==> config.mk <==
export PLATFORM = sky130hd
export DESIGN_NAME = bus_to_sample
export DESIGN_NICKNAME = d
export VERILOG_FILES = /design/src/rtl/bus_to_sample.sv
export SDC_FILE = /design/constraint.sdc
export NUM_CORES = 1
export LEC_CHECK = 0
export CORE_MARGIN = 2
export CORE_UTILIZATION = 39
export CTS_CLUSTER_DIAMETER = 50
export DETAILED_ROUTE_END_ITERATION = 12
export GPL_ROUTABILITY_DRIVEN = 1
export SYNTH_ARGS = -nofsm -noshare
export SYNTH_HDL_FRONTEND = slang
export SYNTH_SLANG_ARGS = --single-unit
==> constraint.sdc <==
create_clock -name clk_50mhz -period 2.55 [get_ports clk_50mhz]
set_input_delay 0.51 -clock clk_50mhz [delete_from_list [all_inputs] [get_ports clk_50mhz]]
set_output_delay 0.51 -clock clk_50mhz [all_outputs]
set_load 0.01 [all_outputs]
==> src/rtl/bus_to_sample.sv <==
// bus_to_sample: unpacks 64-bit words into eight sample lines, one byte per
// sample tick, byte 0 first. Owns a free-running sample-rate divider, a
// one-word holding buffer and an active shift source so a second word can be
// queued while the first is still being played out.
module bus_to_sample #(
  parameter int DIV = 5000
) (
  input  logic        clk_50mhz,
  input  logic        rst,
  input  logic [63:0] in_word,
  input  logic        in_valid,
  output logic        in_ready,
  output logic        bit0,
  output logic        bit1,
  output logic        bit2,
  output logic        bit3,
  output logic        bit4,
  output logic        bit5,
  output logic        bit6,
  output logic        bit7,
  output logic        sample_strobe,
  output logic        busy,
  output logic        underrun
);

  // A 1-bit counter is the minimum even for the smallest divider.
  localparam int CW = (DIV > 1) ? $clog2(DIV) : 1;
  localparam logic [CW-1:0] CNT_LAST = CW'(DIV - 1);

  typedef enum logic {
    IDLE = 1'b0,
    SEND = 1'b1
  } state_t;

  state_t        state_q, state_d;
  logic [CW-1:0] cnt_q, cnt_d;
  logic          tick;

  logic [63:0]   buf_q, buf_d;
  logic          buf_full_q, buf_full_d;
  logic [63:0]   act_q, act_d;
  logic [2:0]    idx_q, idx_d;

  logic [7:0]    bits_q, bits_d;
  logic          strobe_q, strobe_d;
  logic          under_q, under_d;
  logic          streaming_q, streaming_d;

  logic          accept;

  // The tick phase is independent of data: the counter only restarts on rst.
  assign tick  = (cnt_q == CNT_LAST);
  assign cnt_d = tick ? '0 : cnt_q + 1'b1;

  // Divider register.
  always_ff @(posedge clk_50mhz) begin
    if (rst) cnt_q <= '0;
    else     cnt_q <= cnt_d;
  end

  // Holding buffer accepts only when empty; a drain cycle therefore never
  // coincides with an accept, the new word lands one cycle later.
  assign in_ready = !buf_full_q && !rst;
  assign accept   = in_valid && in_ready;

  // Next-state: buffer fill, active load, byte playout and underrun detect.
  always_comb begin
    state_d     = state_q;
    buf_d       = buf_q;
    buf_full_d  = buf_full_q;
    act_d       = act_q;
    idx_d       = idx_q;
    bits_d      = bits_q;
    strobe_d    = 1'b0;
    under_d     = 1'b0;
    streaming_d = streaming_q;

    if (accept) begin
      buf_d      = in_word;
      buf_full_d = 1'b1;
    end

    case (state_q)
      IDLE: begin
        // A tick here means the line went without fresh data; report once
        // per gap. A tick in the load cycle is not used for playout.
        if (tick && streaming_q) begin
          under_d     = 1'b1;
          streaming_d = 1'b0;
        end
        if (buf_full_q) begin
          act_d      = buf_q;
          buf_full_d = 1'b0;
          idx_d      = 3'd0;
          state_d    = SEND;
        end
      end

      SEND: begin
        if (tick) begin
          bits_d      = act_q[{idx_q, 3'b000} +: 8];
          strobe_d    = 1'b1;
          streaming_d = 1'b1;
          idx_d       = idx_q + 3'd1;
          if (idx_q == 3'd7) begin
            // Chain straight into the buffered word so its byte 0 lands on
            // the very next tick; otherwise drop back to idle.
            if (buf_full_q) begin
              act_d      = buf_q;
              buf_full_d = 1'b0;
            end else begin
              state_d = IDLE;
            end
          end
        end
      end

      default: state_d = IDLE;
    endcase
  end

  // State and datapath registers; rst discards active and buffered data.
  always_ff @(posedge clk_50mhz) begin
    if (rst) begin
      state_q     <= IDLE;
      buf_q       <= '0;
      buf_full_q  <= 1'b0;
      act_q       <= '0;
      idx_q       <= 3'd0;
      bits_q      <= '0;
      strobe_q    <= 1'b0;
      under_q     <= 1'b0;
      streaming_q <= 1'b0;
    end else begin
      state_q     <= state_d;
      buf_q       <= buf_d;
      buf_full_q  <= buf_full_d;
      act_q       <= act_d;
      idx_q       <= idx_d;
      bits_q      <= bits_d;
      strobe_q    <= strobe_d;
      under_q     <= under_d;
      streaming_q <= streaming_d;
    end
  end

  assign bit0          = bits_q[0];
  assign bit1          = bits_q[1];
  assign bit2          = bits_q[2];
  assign bit3          = bits_q[3];
  assign bit4          = bits_q[4];
  assign bit5          = bits_q[5];
  assign bit6          = bits_q[6];
  assign bit7          = bits_q[7];
  assign sample_strobe = strobe_q;
  assign underrun      = under_q;
  assign busy          = (state_q == SEND);

endmodule

Word level (Yosys, flattened, before mapping)
Cells that the tools add are included.
- $add $sub $neg: 2
- equality and inequality tests: 6
- shift-type cells: 1
- muxes and demuxes: 21
- bitwise gates (word level): 1
- reduce and logical (&&, ||, !) cells: 12
- operators by type and width (kind ; count):
    two-way mux 64 bit ; 3
    one-hot mux 64 bit (2 select lines) ; 1
    variable part select 64 x 7 -> 8 bit ; 1
    adder 13 x 1 -> 13 bit (second input constant) ; 1
    == test 13 bit (second input constant) ; 1
    two-way mux 1 bit ; 11
    AND reduction 2 bit ; 4
    two-way mux 3 bit ; 2
    one-hot mux 1 bit (2 select lines) ; 3
    one-hot mux 3 bit (2 select lines) ; 1
    OR reduction 2 bit ; 3
    != test 2 x 1 -> 1 bit (second input constant) ; 2
    != test 2 bit (second input constant) ; 2
    adder 3 x 1 -> 3 bit (second input constant) ; 1
    == test 3 bit (second input constant) ; 1
    logical AND 1 bit ; 3
    zero test 1 bit ; 2
    NOT 1 bit ; 1
- bits in registers: 157
- input port bits: 67
- output and inout port bits: 12
- word-level logic and storage cells: 53

Logic depth before layout (Yosys ltp)
Gate-level depths: netlist of run 1.
- depth after elaboration: 8
- gate-level depth with buffers: 8
- mapped depth without buffers: 6

Worst setup path after synthesis of run 1
Ideal clock, no wire load.
- kind: register to register
- from: register idx_q[0]
- to: register act_q[10]
- library setup time: 72 ps
- data arrival time: 1595 ps
- data required time: 2478 ps
- path slack: 883 ps
- stages on the path, launching flop included: 9
- buffers on the path: 2
- clock period less this slack: 1667 ps
- path through: dfxtp_1 -> ha_1 -> ha_1 -> nor4b_2 -> a41oi_2 -> nand2b_1 -> buf_6 -> buf_12 -> mux2i_1
- longest elaborated chain between the ends: 3
- RTL lines (what ; RTL line ; source):
    start: declaration ; 42 ; logic [2:0] idx_q, idx_d;
    start signal: assignment ; 139 ; idx_q <= idx_d;
    == test 3 bit ; 105 ; if (idx_q == 3'd7) begin
    != test 2 x 1 -> 1 bit (no line) ; - ;
    AND reduction 2 bit (no line) ; - ;
    end signal: assignment ; 138 ; act_q <= act_d;
    end: declaration ; 41 ; logic [63:0] act_q, act_d;
Every way passes these cells.
A chain may end at the register's enable or synchronous reset.

Worst setup path after layout of run 1
- from: input rst
- to: output in_ready
- longest elaborated chain between the ends: 2
- RTL lines (what ; RTL line ; source):
    start: declaration ; 9 ; input logic rst,
    zero test 1 bit ; 63 ; assign in_ready = !buf_full_q && !rst;
    logical AND 1 bit ; 63 ;
    end: declaration ; 12 ; output logic in_ready,
Every way passes these cells.

==> results.toml, run 1 <==
[timing]
rsz0062_at_grt = "false"
skew_ps = 7.11
drv_slew = 0
hold_violations = 0
whs_ps = 453
worstMarginPinSlew_ps = 519
slew_headroom_pct = 65.4
period_needed_ps = 2130
fmax_mhz = 469
tns_ps = 0
setup_violations = 0
period_share_pct = 83.6

[critical_path]
start_kind = "input pin"
r2r_start = "idx_q[1]$_SDFFE_PP0P_"
critPathKind = "in2out"
worstPathMaxFanout = 2
arrival_ps = 1620
end_kind = "output pin"
crit_start = "rst"
critical_path_required_ps = 2040

[yosys]
syn-num-nets = 713
ys_ff_latch = 157
async_flop_share_pct = 0
synth_seq_area_share_pct = 50.8
netlist_instances = 643
netlist_area_sq_um = 6190
avgSynthCellArea_sq_um = 9.62
yosysWarningCount = 0
synth_enable_flop_cells = 0
ys_types = 33
synth-main-ff-cell = "dfxtp_1"

[cts]
cts-htree-levels = 4
cts_root_buffer = "clkbuf_16"
cts_sinks = 157
clk_latency_ps = 420
cts_hold_buf = 0
cts_inserted_buffers = 17
path_clk_slew_ps = 60
post_cts_buffers = 0
cts_buffer_depth = 2
cts.repair.resized = 0
cts_tree = "done"

[detailed_routing]
drt_iter0_drc = 365
drtAntennaViolNets = 0
vias = 4491
wl_per_cell_um = 14.2
viasPerCell = 4.82
drcViolationCount = 0
dr.pass1.iters = 5
finalWirelength_mm = 13.2

[global_route]
overflow = 0
gr-usage-met2_pct = 25.7
antenna_found_initial = 0
grt_pass1_wl_mm = 21.4
grtUsageMet3_pct = 3.44
grt_pass1_vias = 4369
grt_max_degree = 129
met1_usage_pct = 22.4
grt_busiest_layer = "met2"
grt_use_total_pct = 16.4

[finish]
syn_to_final_growth_pct = 25.0
final_layout_size_suffix_gt1_share_pct = 9.36
n_antenna_cell = 0
num-nets-final = 773

[floorplanning]
die_area_sq_um = 16900
floorplan.rows = 46
die_h_um = 130
pin_count = 79
start_util_pct = 39.4
die_x_um = 130
core-area_sq_um = 15700

[power]
p_per_area_nw_per_um2 = 734
power.leakage_uw = 0.00297
ir_worst_vdd_mv = 0.484

[status]
status = "finished, final reports clean"

[placed_design]
finalWeightedCongestion = 0.772
dp_hpwl_mm = 9.05
portBuffers = 78

[hold_path]
hp-class = "reg2reg"
min_from = "act_q[47]$_SDFFE_PP0P_"

[run]
maxCapViolCount = 0
[final timing paths]
kind / cells after the start / end / slack (ps)
max: 3 / in_ready / 420
max reg2reg: 7 / act_q[15]$_SDFFE_PP0P_ / 550
min: 2 / act_q[47]$_SDFFE_PP0P_ / 450
min reg2reg: 2 / act_q[47]$_SDFFE_PP0P_ / 450
[where the power goes]
group,internal [uW],switching (uW)
logic,201,196
clock network,1670,1010
registers,2560,41.7
total,4430,1250
[placed cells by master (no fill, tap or decap), drive strengths merged, types with 2 or more instances in the layout]
master,count
nor2,20
ha,3
nor3,5
o211a,7
and2,3
inv,5
o31ai,3
o21ai,64
clkdlybuf4s50,78
mux2i,76
and3,2
dfxtp,157
nor4b,2
clkbuf,18
mux4,16
nand3,12
bufinv,4
xnor2,9
buf,11
xor2,3
nand4,3
nand2,196
and4,2
clkinv,7
clkinvlp,3
[stage by stage]
| step | utilization (%) | area (sq um) | power, uW | setup WS, ps | std cells |
|---|---|---|---|---|---|
| 3_5_place_dp | 45.2 | 7100 | 3060 | 392 | 900 |
| 2_1_floorplan | - | 6190 | 2890 | 883 | 643 |
| 6_report | 49.2 | 7740 | 5680 | 419 | 932 |
| 4_1_cts | 49.2 | 7740 | 5730 | 411 | 932 |
| 3_3_place_gp | 45.2 | 7100 | 3040 | 416 | 900 |
| 5_1_grt | 49.2 | 7740 | 5890 | 341 | 932 |
[layout make-up]
class / count / area [sq um]
Sequential cell: 157 / 3140
Fill cell: 1416 / 7980
Inverter: 5 / 20.0
Tap cell: 216 / 270
Clock inverter: 14 / 193
Multi-Input combinational cell: 433 / 2750
Clock buffer: 18 / 439
Timing Repair Buffer: 89 / 926
[critical path: stages]
cell and delay, ps:
clkdlybuf4s50_1 430, nor2_1 130, clkdlybuf4s50_1 550
[synthesized netlist by cell type (all sizes together) (2+ instances only)]
library cell | instances | area share [%]
and2 | 3 | 0.30
o31ai | 3 | 0.36
mux4 | 16 | 5.8
nor4b | 2 | 0.63
nor3 | 5 | 0.40
dfxtp | 157 | 51
nand4 | 3 | 0.30
o21ai | 64 | 5.2
inv | 5 | 0.30
buf | 23 | 3.2
clkbuf | 25 | 1.5
and3 | 2 | 0.20
xnor2 | 9 | 1.3
nor2 | 20 | 1.2
and4 | 2 | 0.28
mux2i | 76 | 12
nand3 | 12 | 0.97
xor2 | 3 | 0.42
nand2 | 196 | 12
ha | 3 | 0.61
o211a | 7 | 1.1
[layer usage]
| metal | vias to the layer above | share of wire, % | routed length, um |
|---|---|---|---|
| met5 | - | 0 | 0 |
| met4 | 0 | 1.1 | 141 |
| met3 | 10 | 4.1 | 547 |
| met2 | 78 | 46 | 6070 |
| met1 | 2115 | 49 | 6470 |
| li1 | 2288 | - | - |
[state kept, by name, indices dropped and copies added (netlist names), 3 cells and up]
signal	count
idx_q	3
buf_q	64
bits_q	8
cnt_q	13
act_q	64
[cell families (layout without fill, tap and decap cells)]
kind of cell / Yosys count / in the layout / synth area share [%]
adder cells (fa/ha/maj): 3 / 3 / 0.607
buffers and inverters: 53 / 126 / 5.04
flip-flops: 157 / 157 / 50.8
XOR/XNOR: 12 / 12 / 1.70
AO/OA/AOI/OAI: 77 / 77 / 7.14
AND/OR/NAND/NOR: 249 / 249 / 16.6
multiplexers: 92 / 92 / 18.1
Power figures use the tool's default switching activity.
==> inputs of run 2 (changes only) <==
Clock period 2.55 ns to 2.2 ns, I/O delays scaled along.
==> run 2 against run 1 <==
Net effect: critical path depth unchanged; register-to-register slack worse by 270 ps; utilization up 0.54 points; die area unchanged; sequential power up 16%; hold slack better by 2.5 ps; final area up 1.1%; wire length up 1.6%; via count up 1.0%; sequential share of layout area down 0.44 points.
==> results.toml, run 2 (synthesis gave the netlist of run 1 again) <==
[status]
status = "finished, final reports clean"

[placed_design]
dp_hpwl_mm = 9.46
finalWeightedCongestion = 0.789
dpl.cell_count = 906
portBuffers = 78

[floorplanning]
floorplan.rows = 46
core-area_sq_um = 15700
pin_count = 79
die_h_um = 130
die_area_sq_um = 16900
die_x_um = 130
start_util_pct = 39.4

[timing]
skew_ps = 9.33
tns_ps = 0
drv_slew = 0
setup_violations = 0
hold_violations = 0
slew_headroom_pct = 76.3
worstMarginPinSlew_ps = 353
whs_ps = 456
rsz0062_at_grt = "false"
period_share_pct = 90.9
fmax_mhz = 500
period_needed_ps = 2000

[power]
pwr-share-clk_pct = 47.7
switching_share_pct = 21.6
p_total_uw = 6670
power.switching_uw = 1440
p_per_area_nw_per_um2 = 853
p_comb_share_pct = 7.2
power.leakage_uw = 0.00301
internal_power_uw = 5230
p_seq_share_pct = 45.1
ir_worst_vdd_mv = 0.522

[finish]
multi_input_area_sq_um = 2750
reg.largest.list = "act_q (64), buf_q (64), cnt_q (13)"
final_cell_mix = "nand2_1, dfxtp_1, clkdlybuf4s50_1"
instances_no_fill = 938
seq_area_sq_um = 3140
n_antenna_cell = 0
final_layout_size_suffix_gt1_share_pct = 9.83
num-nets-final = 779
layout_commonest_cell = "nand2_1"
nFillCells = 1459
syn_to_final_growth_pct = 26.4

[global_route]
grt_pass1_wl_mm = 22.1
grt_max_degree = 83
antenna_found_initial = 0
grt_use_total_pct = 16.9
overflow = 0
grt_pass1_vias = 4471

[detailed_routing]
wl_per_cell_um = 14.3
dr.pass1.iters = 4
drcViolationCount = 0
drtAntennaViolNets = 0
drt_iter0_drc = 303
vias = 4538
viasPerCell = 4.84
finalWirelength_mm = 13.4

[cts]
cts_hold_buf = 0
post_cts_buffers = 0
cts_tree = "done"
clk_latency_ps = 420
cts-htree-levels = 4
cts_inserted_buffers = 17
path_clk_slew_ps = 60
cts_sinks = 157
cts_buffer_depth = 2
cts_root_buffer = "clkbuf_16"
cts.repair.resized = 0

[hold_path]
whs_path_depth = 2
min_from = "act_q[55]$_SDFFE_PP0P_"
hp-class = "reg2reg"

[critical_path]
crit_start = "rst"
reg2reg_slack_ps = 280
worst_r2r_path_depth = 7
worstPathMaxFanout = 2
end_kind = "output pin"
timing.rr.end = "act_q[60]$_SDFFE_PP0P_"
crit_end = "in_ready"
critPathKind = "in2out"
start_kind = "input pin"
critical_path_required_ps = 1760
r2r_start = "idx_q[0]$_SDFFE_PP0P_"
arrival_ps = 1560

[run]
maxCapViolCount = 0
## run 2: area by class of cell
cell class / instances / share of cell area, %
Clock buffer: 19 / 5.54
Clock inverter: 13 / 2.74
Inverter: 5 / 0.256
Multi-Input combinational cell: 433 / 35.1
Sequential cell: 157 / 40.2
Tap cell: 216 / 3.46
Timing Repair Buffer: 95 / 12.7
## run 2: worst min path at each step
stage | to | slack, ps
floorplan | cnt_q[0]$_SDFF_PP0_ | 420
global placement | cnt_q[0]$_SDFF_PP0_ | 430
detailed placement | act_q[48]$_SDFFE_PP0P_ | 450
CTS | act_q[47]$_SDFFE_PP0P_ | 460
global route | act_q[29]$_SDFFE_PP0P_ | 470
finish | act_q[55]$_SDFFE_PP0P_ | 460
## run 2: through the flow
step | utilization (%) | instance area (sq um) | setup WS (ps)
floorplan | - | 6190 | 533
global placement | 45.7 | 7170 | 217
detailed placement | 45.7 | 7170 | 196
CTS | 49.8 | 7820 | 199
global route | 49.8 | 7820 | 156
finish | 49.8 | 7820 | 201
## run 2: power groups by stage
| stage | combinational [uW] | sequential, uW | clock (uW) |
|---|---|---|---|
| 2_1_floorplan | 285 | 3060 | 0 |
| 6_report | 480 | 3010 | 3180 |
| 4_1_cts | 487 | 3010 | 3240 |
| 3_3_place_gp | 474 | 3070 | 0 |
| 5_1_grt | 529 | 3020 | 3370 |
| 3_5_place_dp | 484 | 3070 | 0 |
## run 2: worst max-delay path, cell delays in order
cell and delay, ps:
clkdlybuf4s50_1 420, nor2_1 140, clkdlybuf4s50_1 550
## run 2: metal layers
layer  track usage, %  vias to the layer above  part of all wire, %
li1                 -                     2298                    -
met1             22.7                     2147                   47
met2             27.0                       87                   48
met3             4.43                        6                  4.3
met4             5.12                        0                 0.78
met5                0                        -                    0
